<file path="src/rtl/demux_deser_1x8.sv">
// rtl/demux_deser_1x8.sv - 1:8 serial-to-parallel demultiplexing deserializer
//
// Purpose:
//   Takes one serial bit per accepted beat and steers it, through a 1:WIDTH
//   demultiplexer selected by an internal slot counter, into the matching bit
//   of an assembly register. When the last slot is written, the completed word
//   moves to a held output register that drains through a valid/ready
//   handshake.
//
// Ports:
//   clk       - clock; all state updates on the rising edge
//   rst       - asynchronous active-high reset
//   clr       - synchronous discard of the partial word (held word kept)
//   in_bit    - serial data bit
//   in_valid  - in_bit is valid this cycle
//   in_ready  - block accepts in_bit this cycle
//   slot      - destination bit position of the next accepted bit
//   out_byte  - assembled word, stable while out_valid is high
//   out_valid - out_byte holds an unconsumed word
//   out_ready - consumer takes out_byte this cycle

module demux_deser_1x8 #(
    parameter int WIDTH     = 8,
    parameter int SEL_W     = 3,
    parameter bit LSB_FIRST = 1'b1
) (
    input  logic             clk,
    input  logic             rst,
    input  logic             clr,
    input  logic             in_bit,
    input  logic             in_valid,
    output logic             in_ready,
    output logic [SEL_W-1:0] slot,
    output logic [WIDTH-1:0] out_byte,
    output logic             out_valid,
    input  logic             out_ready
);

    localparam logic [SEL_W-1:0] SLOT_LOW   = '0;
    localparam logic [SEL_W-1:0] SLOT_HIGH  = SEL_W'(WIDTH - 1);
    localparam logic [SEL_W-1:0] SLOT_ONE   = SEL_W'(1);

    // Fill order decides where a word starts and which slot completes it.
    localparam logic [SEL_W-1:0] SLOT_START = LSB_FIRST ? SLOT_LOW  : SLOT_HIGH;
    localparam logic [SEL_W-1:0] SLOT_LAST  = LSB_FIRST ? SLOT_HIGH : SLOT_LOW;

    logic [SEL_W-1:0] slot_q,      slot_d;
    logic [WIDTH-1:0] asm_q,       asm_d;
    logic [WIDTH-1:0] out_byte_q,  out_byte_d;
    logic             out_valid_q, out_valid_d;

    logic             at_last;
    logic             accept;
    logic             consume;
    logic [WIDTH-1:0] merged;

    assign at_last = (slot_q == SLOT_LAST);

    // Non-last bits are always taken; the final bit needs somewhere to go,
    // i.e. an empty output register or one being drained this very cycle.
    assign in_ready = ~at_last | ~out_valid_q | out_ready;
    assign accept   = in_valid & in_ready;
    assign consume  = out_valid_q & out_ready;

    // Assembly register with the incoming bit steered into the current slot.
    always_comb begin
        merged         = asm_q;
        merged[slot_q] = in_bit;
    end

    always_comb begin
        slot_d      = slot_q;
        asm_d       = asm_q;
        out_byte_d  = out_byte_q;
        // A drained word clears valid unless a completion reloads it below.
        out_valid_d = out_valid_q & ~consume;

        if (clr) begin
            // Partial word is discarded; any accept on this edge is dropped.
            slot_d = SLOT_START;
            asm_d  = '0;
        end else if (accept) begin
            if (at_last) begin
                out_byte_d  = merged;
                out_valid_d = 1'b1;
                slot_d      = SLOT_START;
                asm_d       = '0;
            end else begin
                asm_d  = merged;
                slot_d = LSB_FIRST ? (slot_q + SLOT_ONE) : (slot_q - SLOT_ONE);
            end
        end
    end

    always_ff @(posedge clk or posedge rst) begin
        if (rst) begin
            slot_q      <= SLOT_START;
            asm_q       <= '0;
            out_byte_q  <= '0;
            out_valid_q <= 1'b0;
        end else begin
            slot_q      <= slot_d;
            asm_q       <= asm_d;
            out_byte_q  <= out_byte_d;
            out_valid_q <= out_valid_d;
        end
    end

    assign slot      = slot_q;
    assign out_byte  = out_byte_q;
    assign out_valid = out_valid_q;

endmodule

</file>
<file path="config.mk">
export PLATFORM = sky130hd
export DESIGN_NAME = demux_deser_1x8
export DESIGN_NICKNAME = d
export VERILOG_FILES = /design/src/rtl/demux_deser_1x8.sv
export SDC_FILE = /design/constraint.sdc
export NUM_CORES = 1
export LEC_CHECK = 0
export CAP_MARGIN = 20
export CORE_MARGIN = 2
export CORE_UTILIZATION = 54
export CTS_CLUSTER_DIAMETER = 120
export DETAILED_ROUTE_END_ITERATION = 6
export DONT_BUFFER_PORTS = 1
export PLACE_DENSITY = 0.84
export SYNTH_ARGS = -nofsm -noshare
export SYNTH_HDL_FRONTEND = slang
export SYNTH_SLANG_ARGS = --single-unit
</file>
<file path="constraint.sdc">
create_clock -name clk -period 1.43 [get_ports clk]
set_input_delay 0.2145 -clock clk [delete_from_list [all_inputs] [get_ports clk]]
set_output_delay 0.2145 -clock clk [all_outputs]
set_load 0.02 [all_outputs]
</file>
# Word-level counts from Yosys, hierarchy flattened
# Index checks and enable logic that the tools add are counted.
[word_totals]
word_cells = 32
reg_bits = 20
out_inout_bits = 13
input_bits = 6
[op_classes]
n_eq_ne = 1
addsub = 1
bitwise_logic = 9
order_cmp = 2
mux = 12
reduce_logical = 3
[ops]
columns = ["operator", "n"]
rows = [
  ["$mux 8", 3],
  ["$mux 3", 3],
  ["$bwmux 8", 1],
  ["$lt 3x4->1 const B", 1],
  ["$mux 1", 4],
  ["$not 1->1", 4],
  ["$add 3x1->3 const B", 1],
  ["$and 1x1->1", 3],
  ["$demux 1 s3", 1],
  ["$eq 3x3->1 const B", 1],
  ["$ge 3x1->1 const B", 1],
  ["$reduce_and 3->1", 1],
  ["$or 1x1->1", 2],
  ["$reduce_bool 2->1", 1],
  ["$logic_and 1x1->1", 1],
]

# Longest topological paths before layout
# Gate-level depths: netlist of the first run.
[logic_depth]
word_depth = 8
depth_mapped = 6
depth_no_buf = 6

# Least setup slack after synthesis of the first run
# Ideal clock, no wire load.
[synth_path]
path_type = "register to register"
from = "register slot_q[0], in the netlist slot[0]"
to = "register asm_q[4]"
stages_incl_launch_ff = 7
path_slack_ns = -0.419
n_path_buf = 0
t_arrival_ns = 1.728
path_cell_list = "dfrtp_1 > ha_1 > ha_1 > and3b_2 > inv_1 > a21oi_4 > a22o_1"
[synth_between]
elab_cells_between_ends = 15
[synth_rtl]
columns = ["item", "line_no", "rtl"]
rows = [
  ["start, declared", "47", "logic [SEL_W-1:0] slot_q, slot_d;"],
  ["start signal, assigned", "102", "slot_q <= slot_d;"],
  ["$eq 3x3->1", "57", "assign at_last = (slot_q == SLOT_LAST);"],
  ["$not 1->1", "61", "assign in_ready = ~at_last | ~out_valid_q | out_ready;"],
  ["$or 1x1->1 (2 in a row)", "61", ""],
  ["net in_ready", "32", "output logic in_ready,"],
  ["$and 1x1->1", "62", "assign accept = in_valid & in_ready;"],
  ["$reduce_bool 2->1 (no line)", "-", ""],
  ["end signal, assigned", "103", "asm_q <= asm_d;"],
  ["end, declared", "48", "logic [WIDTH-1:0] asm_q, asm_d;"],
]
# The timed path passes the listed nets, and every way through them passes these cells. The select of a mux whose other input is x is not followed.
# A chain may end at the register's enable or synchronous reset.

# Final worst setup path of the first run
[layout_path]
from = "register slot_q[0], in the netlist slot[0]"
to = "output port in_ready"
[layout_between]
elab_chain_cells = 4
[layout_lines]
columns = ["item", "line_no"]
rows = [
  ["$eq 3x3->1", "57"],
  ["$not 1->1", "61"],
  ["$or 1x1->1 (2 in a row)", "61"],
  ["end, declared", "32"],
]
# No other way between the ends.

==> results of run 1 <==
==> critical path, stage by stage, from the launching register on <==
cell        delay (ps)
dfrtp_2            450
ha_4               170
ha_4               150
and3b_2            230
clkinvlp_4          80
buf_6              110
==> through the flow <==
stage	std cells	hold slack (ps)	worst slack, ps	util, %	setup TNS [ps]
3_3_place_gp	122	219.8	-180.2	69.39	-652.2
2_1_floorplan	82	178.1	-168.4	-	-1772
5_1_grt	137	31.22	-316.5	84.16	-4540
3_5_place_dp	122	236.1	-235.6	69.39	-1308
6_report	137	19.45	-294.1	84.16	-3575
4_1_cts	133	40.80	-285.3	78.57	-2800
==> flip-flops by register name, summed over array words and instances, names as in the netlist <==
signal,count
slot,3
out_valid,1
out_byte,8
asm_q,8
==> layer usage <==
| layer | track usage [%] | routed length (um) |
|---|---|---|
| met1 | 32.68 | 1103 |
| met2 | 41.08 | 1377 |
| met3 | 2.692 | 58 |
| met4 | 15.00 | 76 |
| met5 | 0 | 0 |
==> placed cells by master (no fill, tap or decap) <==
cell	instances
buf_4	21
nor3b_4	3
dlygate4sd3_1	3
nor3_1	1
clkbuf_4	3
bufinv_16	1
o2bb2ai_1	1
and3b_2	1
mux2_4	6
ha_4	2
buf_6	4
nand3_1	2
a21oi_4	2
mux2_2	2
or3_4	2
mux2i_1	5
a21oi_2	2
nand3b_4	1
a22o_1	4
mux2i_2	3
dfrtp_2	3
o2bb2ai_2	3
nand3b_1	3
inv_1	8
clkinvlp_4	1
nand3_2	1
buf_12	1
o21ai_0	4
nor3_4	1
a21oi_1	1
dfrtp_1	17
==> report_power, final <==
| part | total, mW | internal [mW] | switching [mW] | leakage, nW |
|---|---|---|---|---|
| registers | 0.584 | 0.575 | 0.00958 | 0.252 |
| logic | 0.163 | 0.0826 | 0.0801 | 0.399 |
| clock network | 0.479 | 0.284 | 0.196 | 0.0279 |
==> how the worst max path moves through the flow <==
stage               startpoint          end  slack, ps  depth (start not counted)
floorplan              slot[1]     asm_q[4]       -170                          6
global placement       slot[0]  out_byte[4]       -180                          4
detailed placement     slot[0]  out_byte[4]       -240                          4
CTS                    slot[1]     in_ready       -290                          5
global route           slot[0]     in_ready       -320                          5
finish                 slot[0]     in_ready       -290                          5
==> layout make-up <==
class                      count  area, um^2  share of cell area (%)
inverter                       9       37.54                   2.555
sequential                    20       504.2                   34.33
multi-input combinational     50       590.6                   40.20
clock buffer                   3       22.52                   1.533
timing repair buffer          29       252.7                   17.21
tap                           25       31.28                   2.129
clock inverter                 1       30.03                   2.044
==> logic make-up after synthesis <==
kind of cell               share of synthesized area, %
DFF                                               49.20
muxes                                             18.20
and+or+nand+nor                                   11.56
AOI/OAI and AO/OA                                 13.53
buffers and inverters                             5.043
adders and majority gates                         2.460
==> repair_timing <==
action | 4_1_cts | 5_1_grt
hold endpoints to repair | 20 | 0
endpoints found under the setup margin | 17 | 21
hold buffers | 3 | 0
gates resized for setup | 9 | 16
pin swaps | 8 | 4
gates cloned | 0 | 1
buffers inserted | 6 | 4
==> impl_metrics.csv, run 1 <==
group,metric,value,unit
floorplan,fp.dieW,47.40,um
synthesis,async_reset_ff_share,100.0,%
synthesis,synthesis.nets,90,
setup_path,r2r_start,"slot[0]",
grt,grt_max_degree,19,
setup_path,r2r-end,"out_byte[4]",
sta,hold_viol,0,
route,dr.pass1.iters,4,
sta,setup_viol,21,
pwr,p_leak,0.6784,nW
synthesis,synth_edf_count,0,
finish,drive_above_1_share,56.25,%
grt,grt_pass1_vias,779,
setup_path,cp.required,1220,ps
run_status,violations,"negative setup slack",
route,vias_per_cell,5.825,
route,vias,798,
pwr,powerDensity,834.9,mW/mm^2
synthesis,synth_ff_type,"dfrtp_1",
clock_network,cts_num_sinks,20,
setup_path,path_max_fanout,2,
setup_path,cp-start-kind,"flip-flop",
sta,setup_slack,-294.1,ps
clock_network,htree_levels,1,
synthesis,synth_area,0.001017,mm^2
run_status,status,"finished with violations",
finish,fillers,87,
synthesis,ys_warn_count,0,
sta,rsz0062_at_grt,"yes",
route,totalWireLength,2.615,mm
placed_design,dp_hpwl,1.483,mm
setup_path,arrival,1510,ps
synthesis,ys_ff_latch,20,
floorplan,die_h,47.40,um
clock_network,clock-root-buffer,"clkbuf_4",
floorplan,core.rowCount,15,
route,drc,0,
hold_path,min_to,"slot[1]",
floorplan,core_area,0.001745,mm^2
finish,fin_area,0.001469,mm^2
sta,finalCritPeriodShare,120.6,%
floorplan,floorplan.initialDensity,58.28,%
hold_path,worst_hold_startpoint,"in_valid",
finish,diodes,0,
finish,area_growth_syn_to_layout,44.40,%
setup_path,worstRegToRegCells,5,
grt,track_usage,25.40,%
placed_design,port_buffers,0,
route,drt-initial-drc-count,14,
synthesis,yosys.cell_count.top_type,"dfrtp_1",
route,post_drt_wl_per_cell,19.09,um
setup_path,rrSetupSlack,-240,ps
floorplan,ioPinCount,19,
grt,overflow,0,
pwr,power,1.226,mW
synthesis,synth.largest_area_cell,"dfrtp_1",
sta,fin_crit,1724,ps
synthesis,synth_top_area_share,49.20,%
clock_network,clkTransAtPathRegs,120,ps
sta,finalClockSkew,4.364,ps
grt,grt_pass1_wl,3.781,mm
clock_network,cts_tree,"built",
synthesis,synth_area_per_cell,12.41,um^2
clock_network,cts_made_buffers,3,
synthesis,seq_area_frac_synth,49.20,%
flow_run,maxCapViolCount,0,
sta,fmax,580.0,MHz
hold_path,holdPathStages,2,
placed_design,dpl_cell_area,0.001211,mm^2
route,ant_nets,0,
pwr,vdd_drop_max,0.7213,mV
finish,nets,121,
synthesis,synth_cells,82,
synthesis,yosys-top-cells-area,"dfrtp_1 49%, mux2i_1 7.9%, mux2_4 5.9%, mux2_2 4.4%, a22o_1 3.4%",
placed_design,place.gp.congestion,0.7651,
hold_path,hold_class,"in2reg",
floorplan,die_area,0.002247,mm^2
sta,tightest_slew,672.2,ps
grt,antenna_found_initial,0,
clock_network,cts_buffer_depth,2,
sta,finalMaxSlewViolations,0,
clock_network,insertion_delay,320,ps
setup_path,path_class,"reg2out",
sta,max-slew-margin-rel,55.14,%
synthesis,synth_common_cells,"20 x dfrtp_1, 9 x inv_1, 8 x mux2i_1",
synthesis,ys_types,21,
setup_path,end_kind,"output port",
Note: power is estimated with default switching activity, not from simulation.
==> run 2: changes to the inputs <==
--- a/config.mk
+++ b/config.mk
@@ -8,10 +8,12 @@
 export CAP_MARGIN = 20
 export CORE_MARGIN = 2
 export CORE_UTILIZATION = 54
+export CTS_BUF_LIST = sky130_fd_sc_hd__clkbuf_16
 export CTS_CLUSTER_DIAMETER = 120
 export DETAILED_ROUTE_END_ITERATION = 6
 export DONT_BUFFER_PORTS = 1
 export PLACE_DENSITY = 0.84
+export RECOVER_POWER = 100
 export SYNTH_ARGS = -nofsm -noshare
 export SYNTH_HDL_FRONTEND = slang
 export SYNTH_SLANG_ARGS = --single-unit
==> impl_metrics.csv, run 2 (synthesized netlist as in run 1, its figures left out) <==
group,metric,value,unit
run_status,status,"finished with violations",
run_status,violations,"negative setup slack",
setup_path,arrival,1450,ps
pwr,power.share.clock,52.0,%
pwr,powerDensity,1040,mW/mm^2
setup_path,r2r-end,"asm_q[7]",
pwr,vdd_drop_max,0.8076,mV
route,vias,778,
sta,tightest_slew,640.8,ps
grt,track_usage,26.29,%
setup_path,endpoint,"in_ready",
setup_path,worstRegToRegCells,7,
floorplan,core_area,0.001745,mm^2
floorplan,die_area,0.002247,mm^2
setup_path,path_max_fanout,3,
clock_network,cts_num_sinks,20,
sta,setup_slack,-231.8,ps
setup_path,slowest_delay,430,ps
pwr,switching_share,18.66,%
clock_network,clkTransAtPathRegs,50,ps
setup_path,r2r_start,"slot[0]",
pwr,power_frac_comb,7.7,%
sta,finalCritPeriodShare,116.2,%
finish,drive_above_1_share,47.22,%
pwr,p_leak,0.6629,nW
pwr,internal_power,1.181,mW
setup_path,end_kind,"output port",
grt,grt_max_degree,19,
route,post_drt_wl_per_cell,18.34,um
setup_path,critPathSlowestCell,"dfrtp_2",
finish,diodes,0,
sta,fin_crit,1662,ps
placed_design,port_buffers,0,
sta,whs,10.60,ps
clock_network,cts_tree,"built",
grt,antenna_found_initial,0,
sta,hold_viol,0,
route,vias_per_cell,5.850,
sta,max-slew-margin-rel,57.23,%
route,dr.pass1.iters,4,
floorplan,ioPinCount,19,
route,drc,0,
hold_path,hold_class,"in2reg",
finish,final_cells,133,
finish,layout_common_cells,"18 x buf_4, 17 x dfrtp_1, 8 x inv_1, 8 x mux2i_1",
setup_path,path_class,"reg2out",
setup_path,cp_num_cells,5,
floorplan,fp.dieW,47.40,um
finish,mostFrequentLayoutCell,"buf_4",
sta,rsz0062_at_grt,"yes",
sta,finalMaxSlewViolations,0,
pwr,p_sw,0.2710,mW
finish,fillers,107,
setup_path,rrSetupSlack,-210,ps
setup_path,cp-startpoint,"slot[0]",
clock_network,insertion_delay,250,ps
sta,fmax,601.8,MHz
grt,grt_pass1_wl,3.912,mm
flow_run,maxCapViolCount,0,
clock_network,htree_levels,1,
clock_network,cts_made_buffers,3,
setup_path,cp-start-kind,"flip-flop",
clock_network,cts_buffer_depth,2,
finish,nets,117,
setup_path,cp.required,1220,ps
placed_design,numPlacedInstances,122,
placed_design,dp_hpwl,1.483,mm
grt,grt_pass1_vias,773,
route,ant_nets,0,
clock_network,clock-root-buffer,"clkbuf_16",
floorplan,die_h,47.40,um
sta,finalClockSkew,1.590,ps
finish,area_growth_syn_to_layout,37.27,%
floorplan,core.rowCount,15,
placed_design,place.gp.congestion,0.7651,
sta,setup_viol,20,
setup_path,cp_common_cell,"ha_4",
pwr,power_frac_seq,40.3,%
setup_path,cp_cell_sequence,"ha_4 -> ha_4 -> and3b_2 -> clkinvlp_4 -> buf_6",
grt,overflow,0,
floorplan,floorplan.initialDensity,58.28,%
route,totalWireLength,2.439,mm
setup_path,worst_path_dominant_cell_family,"flip-flops",
placed_design,dpl_worst_slack,-235.6,ps
setup_path,cp.buffers_inverters,2,
route,drt-initial-drc-count,20,
## run 2: changes by cell type in the layout (fill, tap and decap cells not counted), sizes merged
cell,before,now
buf,26,21
clkbuf,3,6
dlygate4sd3,3,1
## run 2: what timing repair did
action	CTS	global route
setup buffers	4	2
endpoints found under the setup margin	17	20
pin swaps	5	4
hold buffers	1	0
gates resized for setup	4	4
endpoints found under the hold margin	16	0
## run 2: per-stage QoR
step / power, mW / cell area [um^2] / utilization, % / TNS (ps)
2_1_floorplan: 0.6601 / 1050 / - / -1772
3_3_place_gp: 0.6907 / 1211 / 69.39 / -652.2
3_5_place_dp: 0.6950 / 1211 / 69.39 / -1308
4_1_cts: 1.454 / 1374 / 78.71 / -3254
5_1_grt: 1.493 / 1396 / 80.00 / -4767
6_report: 1.452 / 1396 / 80.00 / -3425
## run 2: how the worst min path moves through the flow
stage	start	end	slack, ps	cells past startpoint
3_5_place_dp	rst	out_byte[2]	240	1
3_3_place_gp	rst	out_byte[1]	220	1
6_report	clr	slot[0]	10	1
2_1_floorplan	rst	asm_q[0]	180	1
5_1_grt	clr	slot[1]	6	1
4_1_cts	clr	slot[0]	20	1
## run 2: per-layer routing
metal / GRT usage (%) / share of wire (%) / vias to the layer above
li1: - / - / 355
met1: 34.96 / 43 / 402
met2: 44.32 / 54 / 19
met3: 3.462 / 2.3 / 2
met4: 8.333 / 0.66 / 0
met5: 0 / 0 / -
## run 2: area by class of cell
class	count	area, um^2	area share, %
clock buffers	3	75.07	5.376
flip-flops and latches	20	504.2	36.11
clock inverters	1	30.03	2.151
inverters	9	37.54	2.688
multi-input cells	50	518.0	37.10
repair buffers	25	200.2	14.34
well taps	25	31.28	2.240
## run 2: power by group through the flow
stage / logic [mW] / registers (mW) / clock network [mW]
after floorplan: 0.0617 / 0.598 / 0
after global placement: 0.0969 / 0.594 / 0
after global routing: 0.124 / 0.586 / 0.783
after CTS: 0.107 / 0.584 / 0.763
final: 0.112 / 0.584 / 0.755
after detailed placement: 0.101 / 0.595 / 0
==> run 3: changes to the inputs <==
--- a/config.mk
+++ b/config.mk
@@ -7,13 +7,14 @@
 export LEC_CHECK = 0
 export CAP_MARGIN = 20
 export CORE_MARGIN = 2
-export CORE_UTILIZATION = 54
+export CORE_UTILIZATION = 35
 export CTS_BUF_LIST = sky130_fd_sc_hd__clkbuf_16
 export CTS_CLUSTER_DIAMETER = 120
 export DETAILED_ROUTE_END_ITERATION = 6
 export DONT_BUFFER_PORTS = 1
-export PLACE_DENSITY = 0.84
+export PLACE_DENSITY = 0.63
 export RECOVER_POWER = 100
+export SETUP_SLACK_MARGIN = 0.3
 export SYNTH_ARGS = -nofsm -noshare
 export SYNTH_HDL_FRONTEND = slang
 export SYNTH_SLANG_ARGS = --single-unit
==> impl_metrics.csv, run 3 (synthesized netlist as in run 1, its figures left out) <==
group,metric,value,unit
run_status,status,"finished with violations",
run_status,violations,"negative setup slack",
setup_path,end_kind,"output port",
placed_design,dp_hpwl,1.413,mm
sta,setup_viol,19,
grt,grt_pass1_vias,768,
finish,nets,117,
finish,layout_common_cells,"17 x dfrtp_1, 11 x buf_6, 10 x buf_4, 9 x inv_1, 8 x mux2i_1",
placed_design,place.gp.congestion,0.7187,
placed_design,dpl_cell_area,0.001219,mm^2
clock_network,htree_levels,1,
pwr,power,1.275,mW
route,drc,0,
route,wl_met1,919,um
sta,finalMaxSlewViolations,0,
route,vias_per_cell,5.201,
floorplan,fp.dieW,57.91,um
clock_network,cts_num_sinks,20,
setup_path,worstRegToRegCells,7,
grt,antenna_found_initial,0,
sta,tightest_slew,490.7,ps
hold_path,holdPathStages,1,
finish,mostFrequentLayoutCell,"dfrtp_1",
sta,finalCritPeriodShare,115.1,%
floorplan,core.rowCount,19,
route,vias,723,
floorplan,ioPinCount,19,
grt,grt_max_degree,21,
setup_path,cp_num_cells,5,
sta,whs,7.295,ps
floorplan,die_h,57.91,um
route,wl_met2,995,um
setup_path,cp_common_cell,"ha_4",
finish,fin_area,0.001458,mm^2
clock_network,cts_made_buffers,3,
sta,max-slew-margin-rel,67.29,%
finish,diodes,0,
flow_run,maxCapViolCount,0,
sta,rsz0062_at_grt,"yes",
grt,overflow,0,
finish,area_growth_syn_to_layout,43.30,%
clock_network,ctsHoldBuffers,1,
route,topRoutingLayerUsed,"met4",
route,ant_nets,0,
placed_design,dpl_worst_slack,-130.8,ps
pwr,vdd_drop_max,0.8129,mV
setup_path,critPathSlowestCell,"dfrtp_2",
setup_path,arrival,1430,ps
floorplan,die_area,0.003354,mm^2
clock_network,cts_buffer_depth,2,
setup_path,cp.buffers_inverters,2,
clock_network,clock-root-buffer,"clkbuf_16",
sta,fmax,607.7,MHz
setup_path,path_class,"reg2out",
placed_design,port_buffers,0,
finish,drive_above_1_share,52.78,%
setup_path,slowest_delay,420,ps
route,drt-initial-drc-count,11,
placed_design,numPlacedInstances,128,
finish,final_cells,139,
route,post_drt_wl_per_cell,14.65,um
pwr,p_leak,0.6716,nW
clock_network,clkTransAtPathRegs,60,ps
setup_path,cp-start-kind,"flip-flop",
floorplan,floorplan.initialDensity,36.89,%
grt,grt_pass1_wl,3.532,mm
setup_path,cp_cell_sequence,"ha_4 -> ha_4 -> and3b_2 -> clkinvlp_4 -> buf_6",
sta,hold_viol,0,
route,totalWireLength,2.036,mm
clock_network,insertion_delay,250,ps
clock_network,cts_tree,"built",
floorplan,core_area,0.002758,mm^2
sta,finalClockSkew,6.571,ps
route,met3_length,95,um
grt,track_usage,14.04,%
pwr,powerDensity,874.9,mW/mm^2
hold_path,hold_class,"in2reg",
setup_path,cp.required,1220,ps
sta,setup_slack,-215.5,ps
setup_path,worst_path_dominant_cell_family,"flip-flops",
sta,fin_crit,1646,ps
route,dr.pass1.iters,3,
setup_path,path_max_fanout,3,
run 3: changes by cell type in the layout (fill, tap and decap cells not counted), moves of 2 or more:
cell and delta:
buf_4 -8, o21ai_0 -3, buf_6 +9, o21ai_2 +2, nor3b_4 +2
run 3: worst reg2reg max path, delay by kind of cell (launching register included):
| kind | cells | cell delay [ps] |
|---|---|---|
| AOI/OAI and AO/OA | 2 | 440 |
| adders and majority gates | 2 | 270 |
| buffers and inverters | 2 | 240 |
| DFF | 1 | 380 |
| and+or+nand+nor | 1 | 220 |
run 3: final cells by class:
type / count / area (um^2)
Inverter: 9 / 37.54
Tap cell: 31 / 38.79
Multi-Input combinational cell: 50 / 560.5
Fill cell: 234 / 1300
Clock inverter: 1 / 3.754
Clock buffer: 3 / 75.07
Sequential cell: 20 / 504.2
Timing Repair Buffer: 25 / 237.7
run 3: stage by stage:
stage | utilization (%) | setup TNS (ps)
finish | 52.86 | -2735
global route | 52.86 | -4276
CTS | 51.77 | -2907
detailed placement | 44.19 | -1375
global placement | 44.19 | -939.6
floorplan | - | -1772
run 3: power by group:
group          internal, mW  switching [mW]
registers             0.576         0.00751
logic                0.0678          0.0654
clock network         0.371           0.187
run 3: path summary, 6_finish.rpt:
kind,to,slack (ps),start
max in group asynchronous,slot[2],560,rst
hold reg to reg,asm_q[3],480,asm_q[3]
setup / recovery,in_ready,-220,slot[1]
setup reg to reg,asm_q[7],-200,slot[1]
hold / removal,slot[2],7,clr
min in group asynchronous,out_byte[4],510,rst
run 3: per-layer routing:
metal / vias to the layer above / GRT usage [%]
li1: 349 / -
met1: 358 / 18.26
met2: 12 / 22.24
met3: 4 / 4.241
met4: 0 / 4.983
met5: - / 0
run 3: what timing repair did:
item	in CTS	in global routing
buffers inserted	5	1
setup endpoints to repair	20	23
pin swaps	19	13
hold endpoints to repair	20	1
resized for setup	21	8
